===== src/rtl/ex_mem_pipe_pkg.sv =====
// Shared constants and control encoding for the EX/MEM pipeline register.
package ex_mem_pipe_pkg;

  localparam logic        RstEnable    = 1'b1;
  localparam logic        WriteDisable = 1'b0;
  localparam logic        WriteEnable  = 1'b1;
  localparam logic [4:0]  NOPRegAddr   = 5'b00000;
  localparam logic [31:0] ZeroWord     = 32'h0000_0000;
  localparam logic [7:0]  EXE_NOP_OP   = 8'h00;

  localparam int unsigned DEF_DATA_W     = 32;
  localparam int unsigned DEF_REG_ADDR_W = 5;
  localparam int unsigned DEF_ALUOP_W    = 8;
  localparam int unsigned DEF_CNT_W      = 2;

  typedef enum logic [1:0] {
    PIPE_HOLD    = 2'd0,
    PIPE_ADVANCE = 2'd1,
    PIPE_BUBBLE  = 2'd2,
    PIPE_CLEAR   = 2'd3
  } pipe_act_e;

endpackage


===== src/rtl/ex_mem_pipe_reg.sv =====
// Generic pipeline register: synchronous reset/clear to RST_VAL, load, else hold.
module ex_mem_pipe_reg
  import ex_mem_pipe_pkg::*;
#(
  parameter int unsigned     W       = 1,
  parameter logic [W-1:0]    RST_VAL = '0
) (
  input  logic         clk,
  input  logic         rst,
  input  logic         clear,
  input  logic         load,
  input  logic [W-1:0] d,
  output logic [W-1:0] q
);

  always_ff @(posedge clk) begin
    if (rst == RstEnable || clear) begin
      q <= RST_VAL;
    end else if (load) begin
      q <= d;
    end
  end

endmodule


===== src/rtl/ex_mem_pipe.sv =====
// EX/MEM pipeline register with stall hold, bubble, flush and multi-cycle EX feedback.
// Optional HI/LO write path enabled by defining EX_MEM_HILO_EN.
module ex_mem_pipe
  import ex_mem_pipe_pkg::*;
#(
  parameter int unsigned DATA_W     = DEF_DATA_W,
  parameter int unsigned REG_ADDR_W = DEF_REG_ADDR_W,
  parameter int unsigned ALUOP_W    = DEF_ALUOP_W,
  parameter int unsigned CNT_W      = DEF_CNT_W
) (
  input  logic                  clk,
  input  logic                  rst,
  input  logic                  stall_ex,
  input  logic                  stall_mem,
  input  logic                  flush,
  input  logic [DATA_W-1:0]     ex_wdata,
  input  logic [REG_ADDR_W-1:0] ex_addr,
  input  logic                  ex_we,
  input  logic [ALUOP_W-1:0]    ex_aluop,
  input  logic [DATA_W-1:0]     ex_mem_addr,
  input  logic [DATA_W-1:0]     ex_reg2,
  input  logic [CNT_W-1:0]      ex_cnt,
  input  logic [2*DATA_W-1:0]   ex_hilo_temp,
`ifdef EX_MEM_HILO_EN
  input  logic [DATA_W-1:0]     ex_hi,
  input  logic [DATA_W-1:0]     ex_lo,
  input  logic                  ex_whilo,
  output logic [DATA_W-1:0]     mem_hi,
  output logic [DATA_W-1:0]     mem_lo,
  output logic                  mem_whilo,
`endif
  output logic [DATA_W-1:0]     mem_wdata,
  output logic [REG_ADDR_W-1:0] mem_addr,
  output logic                  mem_we,
  output logic [ALUOP_W-1:0]    mem_aluop,
  output logic [DATA_W-1:0]     mem_mem_addr,
  output logic [DATA_W-1:0]     mem_reg2,
  output logic                  mem_valid,
  output logic [CNT_W-1:0]      cnt_o,
  output logic [2*DATA_W-1:0]   hilo_temp_o
);

`ifdef EX_MEM_HILO_EN
  localparam int unsigned PIPE_W = 5*DATA_W + REG_ADDR_W + ALUOP_W + 2;
  localparam logic [PIPE_W-1:0] PIPE_RST = {DATA_W'(ZeroWord), REG_ADDR_W'(NOPRegAddr),
    WriteDisable, ALUOP_W'(EXE_NOP_OP), DATA_W'(ZeroWord), DATA_W'(ZeroWord),
    DATA_W'(ZeroWord), DATA_W'(ZeroWord), WriteDisable};
`else
  localparam int unsigned PIPE_W = 3*DATA_W + REG_ADDR_W + ALUOP_W + 1;
  localparam logic [PIPE_W-1:0] PIPE_RST = {DATA_W'(ZeroWord), REG_ADDR_W'(NOPRegAddr),
    WriteDisable, ALUOP_W'(EXE_NOP_OP), DATA_W'(ZeroWord), DATA_W'(ZeroWord)};
`endif
  localparam int unsigned FB_W = CNT_W + 2*DATA_W;

  pipe_act_e         act;
  logic [PIPE_W-1:0] pipe_d;
  logic [PIPE_W-1:0] pipe_q;
  logic [FB_W-1:0]   fb_q;
  logic              pipe_clr;
  logic              pipe_ld;
  logic              fb_clr;
  logic              fb_ld;

  // stall_ex=0 with stall_mem=1 cannot happen legally; it falls through to hold.
  always_comb begin
    act = PIPE_HOLD;
    if (flush) begin
      act = PIPE_CLEAR;
    end else if (stall_ex && !stall_mem) begin
      act = PIPE_BUBBLE;
    end else if (!stall_ex && !stall_mem) begin
      act = PIPE_ADVANCE;
    end
  end

  // Feedback state is loaded only by a bubble, so an advance or flush retires it.
  assign pipe_clr = (act == PIPE_CLEAR) || (act == PIPE_BUBBLE);
  assign pipe_ld  = (act == PIPE_ADVANCE);
  assign fb_clr   = (act == PIPE_CLEAR) || (act == PIPE_ADVANCE);
  assign fb_ld    = (act == PIPE_BUBBLE);

`ifdef EX_MEM_HILO_EN
  assign pipe_d = {ex_wdata, ex_addr, ex_we, ex_aluop, ex_mem_addr, ex_reg2,
                   ex_hi, ex_lo, ex_whilo};
  assign {mem_wdata, mem_addr, mem_we, mem_aluop, mem_mem_addr, mem_reg2,
          mem_hi, mem_lo, mem_whilo} = pipe_q;
`else
  assign pipe_d = {ex_wdata, ex_addr, ex_we, ex_aluop, ex_mem_addr, ex_reg2};
  assign {mem_wdata, mem_addr, mem_we, mem_aluop, mem_mem_addr, mem_reg2} = pipe_q;
`endif

  assign {cnt_o, hilo_temp_o} = fb_q;

  ex_mem_pipe_reg #(.W(PIPE_W), .RST_VAL(PIPE_RST)) u_pipe (
    .clk   (clk),
    .rst   (rst),
    .clear (pipe_clr),
    .load  (pipe_ld),
    .d     (pipe_d),
    .q     (pipe_q)
  );

  ex_mem_pipe_reg #(.W(1), .RST_VAL(1'b0)) u_valid (
    .clk   (clk),
    .rst   (rst),
    .clear (pipe_clr),
    .load  (pipe_ld),
    .d     (1'b1),
    .q     (mem_valid)
  );

  ex_mem_pipe_reg #(.W(FB_W), .RST_VAL('0)) u_fb (
    .clk   (clk),
    .rst   (rst),
    .clear (fb_clr),
    .load  (fb_ld),
    .d     ({ex_cnt, ex_hilo_temp}),
    .q     (fb_q)
  );

endmodule


===== config.mk =====
export PLATFORM = sky130hd
export DESIGN_NAME = ex_mem_pipe
export DESIGN_NICKNAME = d
export VERILOG_FILES = /design/src/rtl/ex_mem_pipe_pkg.sv /design/src/rtl/ex_mem_pipe_reg.sv /design/src/rtl/ex_mem_pipe.sv
export SDC_FILE = /design/constraint.sdc
export NUM_CORES = 1
export LEC_CHECK = 0
export CORE_ASPECT_RATIO = 0.8
export CORE_UTILIZATION = 30
export CTS_BUF_LIST = sky130_fd_sc_hd__clkbuf_16
export CTS_CLUSTER_SIZE = 30
export DETAILED_ROUTE_END_ITERATION = 16
export SYNTH_ARGS = -nofsm -noshare
export SYNTH_HDL_FRONTEND = slang
export SYNTH_SLANG_ARGS = --single-unit

===== constraint.sdc =====
create_clock -name clk -period 1.6 [get_ports clk]
set_clock_uncertainty 0.15 [all_clocks]
set_input_delay 0.16 -clock clk [delete_from_list [all_inputs] [get_ports clk]]
set_output_delay 0.16 -clock clk [all_outputs]
set_load 0.03 [all_outputs]

# Yosys cells after proc, flatten, opt, wreduce, memory -nomap -nowiden
# Index checks and enable logic that the tools add are counted.
# word_totals
reg_bits	177
inputBits	181
out_inout_bits	177
# classes
n_eq_ne	3
mux	3
reduce_logical	8
# ops
cell	n
2-bit equality test (second input constant)	2
1-bit logical OR	4
2-bit 2-to-1 mux	2
2-bit by 1-bit equality test with 1-bit output (second input constant)	1
1-bit logical AND	2
1-bit logical NOT	2
1-bit 2-to-1 mux	1

# Depth between registers and ports, before layout
# Gate-level depths: netlist of run 1.
# depth
ltp_word	8
ltp_mapped	5

# By module
# A second synthesis of run 1 with hierarchy kept.
# unflattened
cells_unflattened	578
hier_area_um2	6409.9
# modules_own_cells
mod	n_inst	cells_each	area_each_um2
ex_mem_pipe_reg at u_pipe	1	355	3908.7
ex_mem_pipe_reg at u_fb	1	214	2426.1
ex_mem_pipe_reg at u_valid	1	3	40.0
ex_mem_pipe	1	6	35.0

# Worst setup path before layout of run 1
# Ideal clock, no wire load.
# synth_timing
path_type	input to register
start	input rst
end	register u_pipe.q[31]
setup_time_ns	0.070
t_arrival_ns	0.940
required_time_ns	1.380
setup_slack_ns	0.440
cell_stages	5
path_buffers	3
path_cell_list	or2_1 > buf_2 > buf_2 > clkbuf_1 > a21oi_1
# synth_between
elab_chain_len	1
# synth_lines
item	line	rtl
from (decl)	ex_mem_pipe.sv:12	input logic rst,
1-bit logical OR	ex_mem_pipe_reg.sv:17	if (rst == RstEnable || clear) begin
to (signal assigned)	ex_mem_pipe_reg.sv:18	q <= RST_VAL;
to (signal assigned)	ex_mem_pipe_reg.sv:20	q <= d;
to (decl)	ex_mem_pipe_reg.sv:13	output logic [W-1:0] q
# Every way passes these cells.
# A chain may end at the register's enable or synchronous reset.

# Final worst setup path of run 1
# layout_timing
start	input stall_mem
end	register u_pipe.q[109]
# layout_between
elab_chain_len	8
elab_cells_between_ends	11
classes_between	3 x eq/ne; 3 x mux; 5 x reduce/logical
# layout_lines
item	line	rtl
from (decl)	ex_mem_pipe.sv:14	input logic stall_mem,
1-bit logical NOT *	ex_mem_pipe.sv:69, ex_mem_pipe.sv:71	
1-bit logical AND	ex_mem_pipe.sv:71	end else if (!stall_ex && !stall_mem) begin
1-bit 2-to-1 mux	ex_mem_pipe.sv:71	
2-bit 2-to-1 mux *	ex_mem_pipe.sv:69	end else if (stall_ex && !stall_mem) begin
2-bit 2-to-1 mux *	ex_mem_pipe.sv:67	if (flush) begin
2-bit equality test	ex_mem_pipe.sv:77	assign pipe_clr = (act == PIPE_CLEAR) || (act == PIPE_BUBBLE);
1-bit logical OR	ex_mem_pipe.sv:77	
1-bit logical OR	ex_mem_pipe_reg.sv:17	
# Every way passes the cells marked *; elsewhere a longest branch is shown, timed or not.

==> flow_results.xml, run 1 <==
<?xml version="1.0" encoding="UTF-8"?>
<metrics>
  <group name="placed_design">
    <metric name="place.port_buffers" unit="">357</metric>
    <metric name="gp_congestion" unit="">0.7590</metric>
    <metric name="pre_cts_ws" unit="ps">25.23</metric>
    <metric name="dpl.hpwl" unit="mm">16.15</metric>
  </group>
  <group name="grt">
    <metric name="first_global_vias" unit="">6455</metric>
    <metric name="track_usage" unit="">0.1841</metric>
    <metric name="grt_max_degree" unit="">55</metric>
    <metric name="wire_length_of_the_first_global_routing_pass" unit="mm">35.35</metric>
    <metric name="antenna_found_initial" unit="">0</metric>
    <metric name="grt_overflow_total" unit="">0</metric>
  </group>
  <group name="sta">
    <metric name="setup_slack" unit="ps">29.90</metric>
    <metric name="final.min_clock_period" unit="ps">1570</metric>
    <metric name="timing_worst_slew_pin_value" unit="ps">365.7</metric>
    <metric name="timing.max_slew.rel_slack" unit="">0.7572</metric>
    <metric name="rsz_0062_raised_after_global_routing" unit="">false</metric>
    <metric name="period_share" unit="">0.9813</metric>
    <metric name="finalSetupTns" unit="ps">0</metric>
    <metric name="timing_hold_violations_final" unit="">0</metric>
    <metric name="max_clock_freq" unit="GHz">0.6369</metric>
    <metric name="setup_viol_count_final" unit="">0</metric>
    <metric name="slew_viols_final" unit="">0</metric>
  </group>
  <group name="setup_path">
    <metric name="cp.arrival" unit="ps">1770</metric>
    <metric name="slowest_stage" unit="">sky130_fd_sc_hd__dlygate4sd3_1</metric>
    <metric name="startpoint_type" unit="">primary input</metric>
    <metric name="timing.rr.end" unit="">u_fb.q[65]</metric>
    <metric name="critical_path_class" unit="">primary input to flop</metric>
    <metric name="crit_path_max_fanout" unit="">27</metric>
    <metric name="cp_num_cells" unit="">5</metric>
    <metric name="rr_startpoint" unit="">u_fb.q[65]</metric>
    <metric name="setup.worst_path.end_class" unit="">flop</metric>
    <metric name="setup.worst_path.end" unit="">u_pipe.q[109]</metric>
    <metric name="cp_top_family" unit="">buffers and inverters</metric>
    <metric name="reg2reg_setup_slack" unit="ps">830</metric>
    <metric name="cp_cell_sequence" unit="">dlygate4sd3_1, clkbuf_8, buf_4, or3b_2, a21oi_1</metric>
    <metric name="critical_path_buf_inv_count" unit="">3</metric>
    <metric name="cp_data_required_time" unit="ps">1800</metric>
    <metric name="cpPeakStageDelay" unit="ps">550</metric>
    <metric name="reg2regPathDepth" unit="">2</metric>
    <metric name="critical_path.startpoint" unit="">stall_mem</metric>
  </group>
  <group name="layout">
    <metric name="design.final.nets" unit="">1305</metric>
    <metric name="final_core_util" unit="">0.5014</metric>
    <metric name="synthToLayoutAreaGrowth" unit="%">61.81</metric>
    <metric name="layout-drive-gt1-share" unit="">0.06508</metric>
    <metric name="diodes" unit="">0</metric>
    <metric name="fillCellCount" unit="">2257</metric>
  </group>
  <group name="clock_tree">
    <metric name="cts_root_buffer" unit="">sky130_fd_sc_hd__clkbuf_16</metric>
    <metric name="clk_path_buf_depth" unit="">2</metric>
    <metric name="number_of_h_tree_levels" unit="">4</metric>
    <metric name="clock_sink_count" unit="">177</metric>
    <metric name="cts_tree" unit="">yes</metric>
    <metric name="cts-buffers-inserted" unit="">17</metric>
    <metric name="clk-insertion-delay-late" unit="ps">420</metric>
    <metric name="clock_transition_at_path_regs" unit="ps">70</metric>
  </group>
  <group name="die">
    <metric name="die_x" unit="um">173.6</metric>
    <metric name="boundaryPins" unit="">358</metric>
    <metric name="floorplan.die_area" unit="sq um">24180</metric>
    <metric name="core" unit="sq um">22810</metric>
    <metric name="num_rows" unit="">49</metric>
    <metric name="initial_core_utilization" unit="">0.3099</metric>
    <metric name="die_h" unit="um">139.3</metric>
  </group>
  <group name="power">
    <metric name="p_per_area" unit="nW/um^2">909.9</metric>
    <metric name="vdd_ir_drop_max" unit="uV">637.9</metric>
    <metric name="total_power" unit="W">0.01040</metric>
    <metric name="p_leak" unit="nW">4.771</metric>
  </group>
  <group name="yosys">
    <metric name="syn_avg_cell_area" unit="sq um">8.979</metric>
    <metric name="ys.warnings.count" unit="">0</metric>
    <metric name="synthesis.instances" unit="">787</metric>
    <metric name="seq_area_frac_synth" unit="">0.5014</metric>
    <metric name="synth.distinct_cells" unit="">12</metric>
    <metric name="syn-cell-area" unit="sq um">7067</metric>
    <metric name="ys_seq_elements" unit="">177</metric>
    <metric name="synth_nets" unit="">968</metric>
  </group>
  <group name="status">
    <metric name="run_status" unit="">finished, final reports clean</metric>
  </group>
  <group name="route">
    <metric name="drt-initial-drc-count" unit="">275</metric>
    <metric name="viasPerCell" unit="">4.585</metric>
    <metric name="wire_per_inst" unit="um">15.66</metric>
    <metric name="antenna_violating_nets_post_route" unit="">0</metric>
    <metric name="drtPass1Iterations" unit="">4</metric>
    <metric name="vias" unit="">6616</metric>
    <metric name="finalWirelength" unit="mm">22.60</metric>
    <metric name="number_of_design_rule_violations_left_after_detail_routing" unit="">0</metric>
  </group>
  <group name="min_path">
    <metric name="min-delay-path-class" unit="">primary input to flop</metric>
    <metric name="holdCritStartpoint" unit="">stall_ex</metric>
  </group>
  <group name="run">
    <metric name="max_cap_violations" unit="">0</metric>
  </group>
</metrics>
[layout make-up]
| class | instances | area, sq um | share of cell area |
|---|---|---|---|
| Clock buffer | 17 | 425.4 | 0.03720 |
| Tap cell | 306 | 382.9 | 0.03348 |
| Timing Repair Buffer | 396 | 3852 | 0.3369 |
| Multi-Input combinational cell | 532 | 3024 | 0.2645 |
| Sequential cell | 177 | 3543 | 0.3099 |
| Clock inverter | 15 | 206.4 | 0.01805 |
[layout by cell type (no fill, tap or decap)]
master                            instances
sky130_fd_sc_hd__dlygate4sd3_1            1
sky130_fd_sc_hd__nand2_1                177
sky130_fd_sc_hd__clkdlybuf4s50_1        178
sky130_fd_sc_hd__buf_4                   22
sky130_fd_sc_hd__buf_12                  16
sky130_fd_sc_hd__clkbuf_8                 1
sky130_fd_sc_hd__clkinv_1                 1
sky130_fd_sc_hd__dlygate4sd2_1          177
sky130_fd_sc_hd__bufinv_16                4
sky130_fd_sc_hd__inv_8                    2
sky130_fd_sc_hd__or2_4                    1
sky130_fd_sc_hd__inv_1                    2
sky130_fd_sc_hd__clkinv_4                 3
sky130_fd_sc_hd__or3b_1                 107
sky130_fd_sc_hd__inv_6                    3
sky130_fd_sc_hd__clkbuf_16               17
sky130_fd_sc_hd__or2_2                    1
sky130_fd_sc_hd__a21oi_1                177
sky130_fd_sc_hd__nand3b_1                66
sky130_fd_sc_hd__dfxtp_1                177
sky130_fd_sc_hd__buf_6                    1
sky130_fd_sc_hd__or3b_2                   3
[cells in the mapped netlist (all sizes together)]
cell type  count  area share
or3b         110        0.14
nand3b        66       0.070
clkbuf        18      0.0096
or2            2      0.0018
dfxtp        177        0.50
buf           60       0.061
a21oi        177        0.13
nand2        177       0.094
[metal layers]
layer  track usage  share of wire  up-vias
li1              -              -     3359
met1        0.2191           0.43     3044
met2        0.3145           0.48      200
met3       0.06694          0.079       13
met4       0.04432         0.0092        0
met5             0              0        -
[worst min path at each step]
stage,cells past startpoint,slack (ps),end
4_1_cts,3,140,u_fb.q[20]
3_3_place_gp,2,280,u_fb.q[33]
6_report,3,150,u_pipe.q[43]
5_1_grt,3,140,u_fb.q[14]
2_1_floorplan,2,180,u_fb.q[52]
3_5_place_dp,2,290,u_pipe.q[43]
[flip-flops by register name, summed over array words and instances (netlist names)]
name       flops
u_fb.q        66
u_pipe.q     110
u_valid.q      1
[metrics by stage]
stage	std cells	hold WS, ps	cell area, sq um
floorplan	787	176.5	7067
global placement	1410	284.5	11010
detailed placement	1410	289.1	11010
CTS	1443	136.8	11430
global route	1443	140.7	11430
finish	1443	153.7	11430
[worst reg2reg max path, cell delays in order, from the launching register on]
cell and delay [ps]:
sky130_fd_sc_hd__dfxtp_1 370, sky130_fd_sc_hd__nand2_1 70, sky130_fd_sc_hd__a21oi_1 120
[what timing repair did]
item | CTS | global route
hold buffers | 1 | 0
buffers inserted | 0 | 0
hold endpoints to repair | 8 | 0
gates cloned | 0 | 0
endpoints found under the setup margin | 177 | 1
resized for setup | 177 | 1
[cell families after synthesis]
kind of cell / Yosys count / synth area share
AOI/OAI and AO/OA: 177 / 0.1254
buffers and inverters: 78 / 0.07100
and+or+nand+nor: 355 / 0.3022
DFF: 177 / 0.5014
[power breakdown]
part	switching, W	internal [W]	total (W)
sequential	0.0000407	0.00449	0.00453
combinational	0.000627	0.000730	0.00136
clock	0.00187	0.00265	0.00451
total	0.00254	0.00787	0.0104
Power figures use the tool's default switching activity.
==> run 2, diff against run 1 <==
--- a/config.mk
+++ b/config.mk
@@ -5,6 +5,7 @@
 export SDC_FILE = /design/constraint.sdc
 export NUM_CORES = 1
 export LEC_CHECK = 0
+export CAP_MARGIN = 20
 export CORE_ASPECT_RATIO = 0.8
 export CORE_UTILIZATION = 30
 export CTS_BUF_LIST = sky130_fd_sc_hd__clkbuf_16
==> results of run 2 <==
No change in the layout: final DEF, timing and power equal those of run 1.
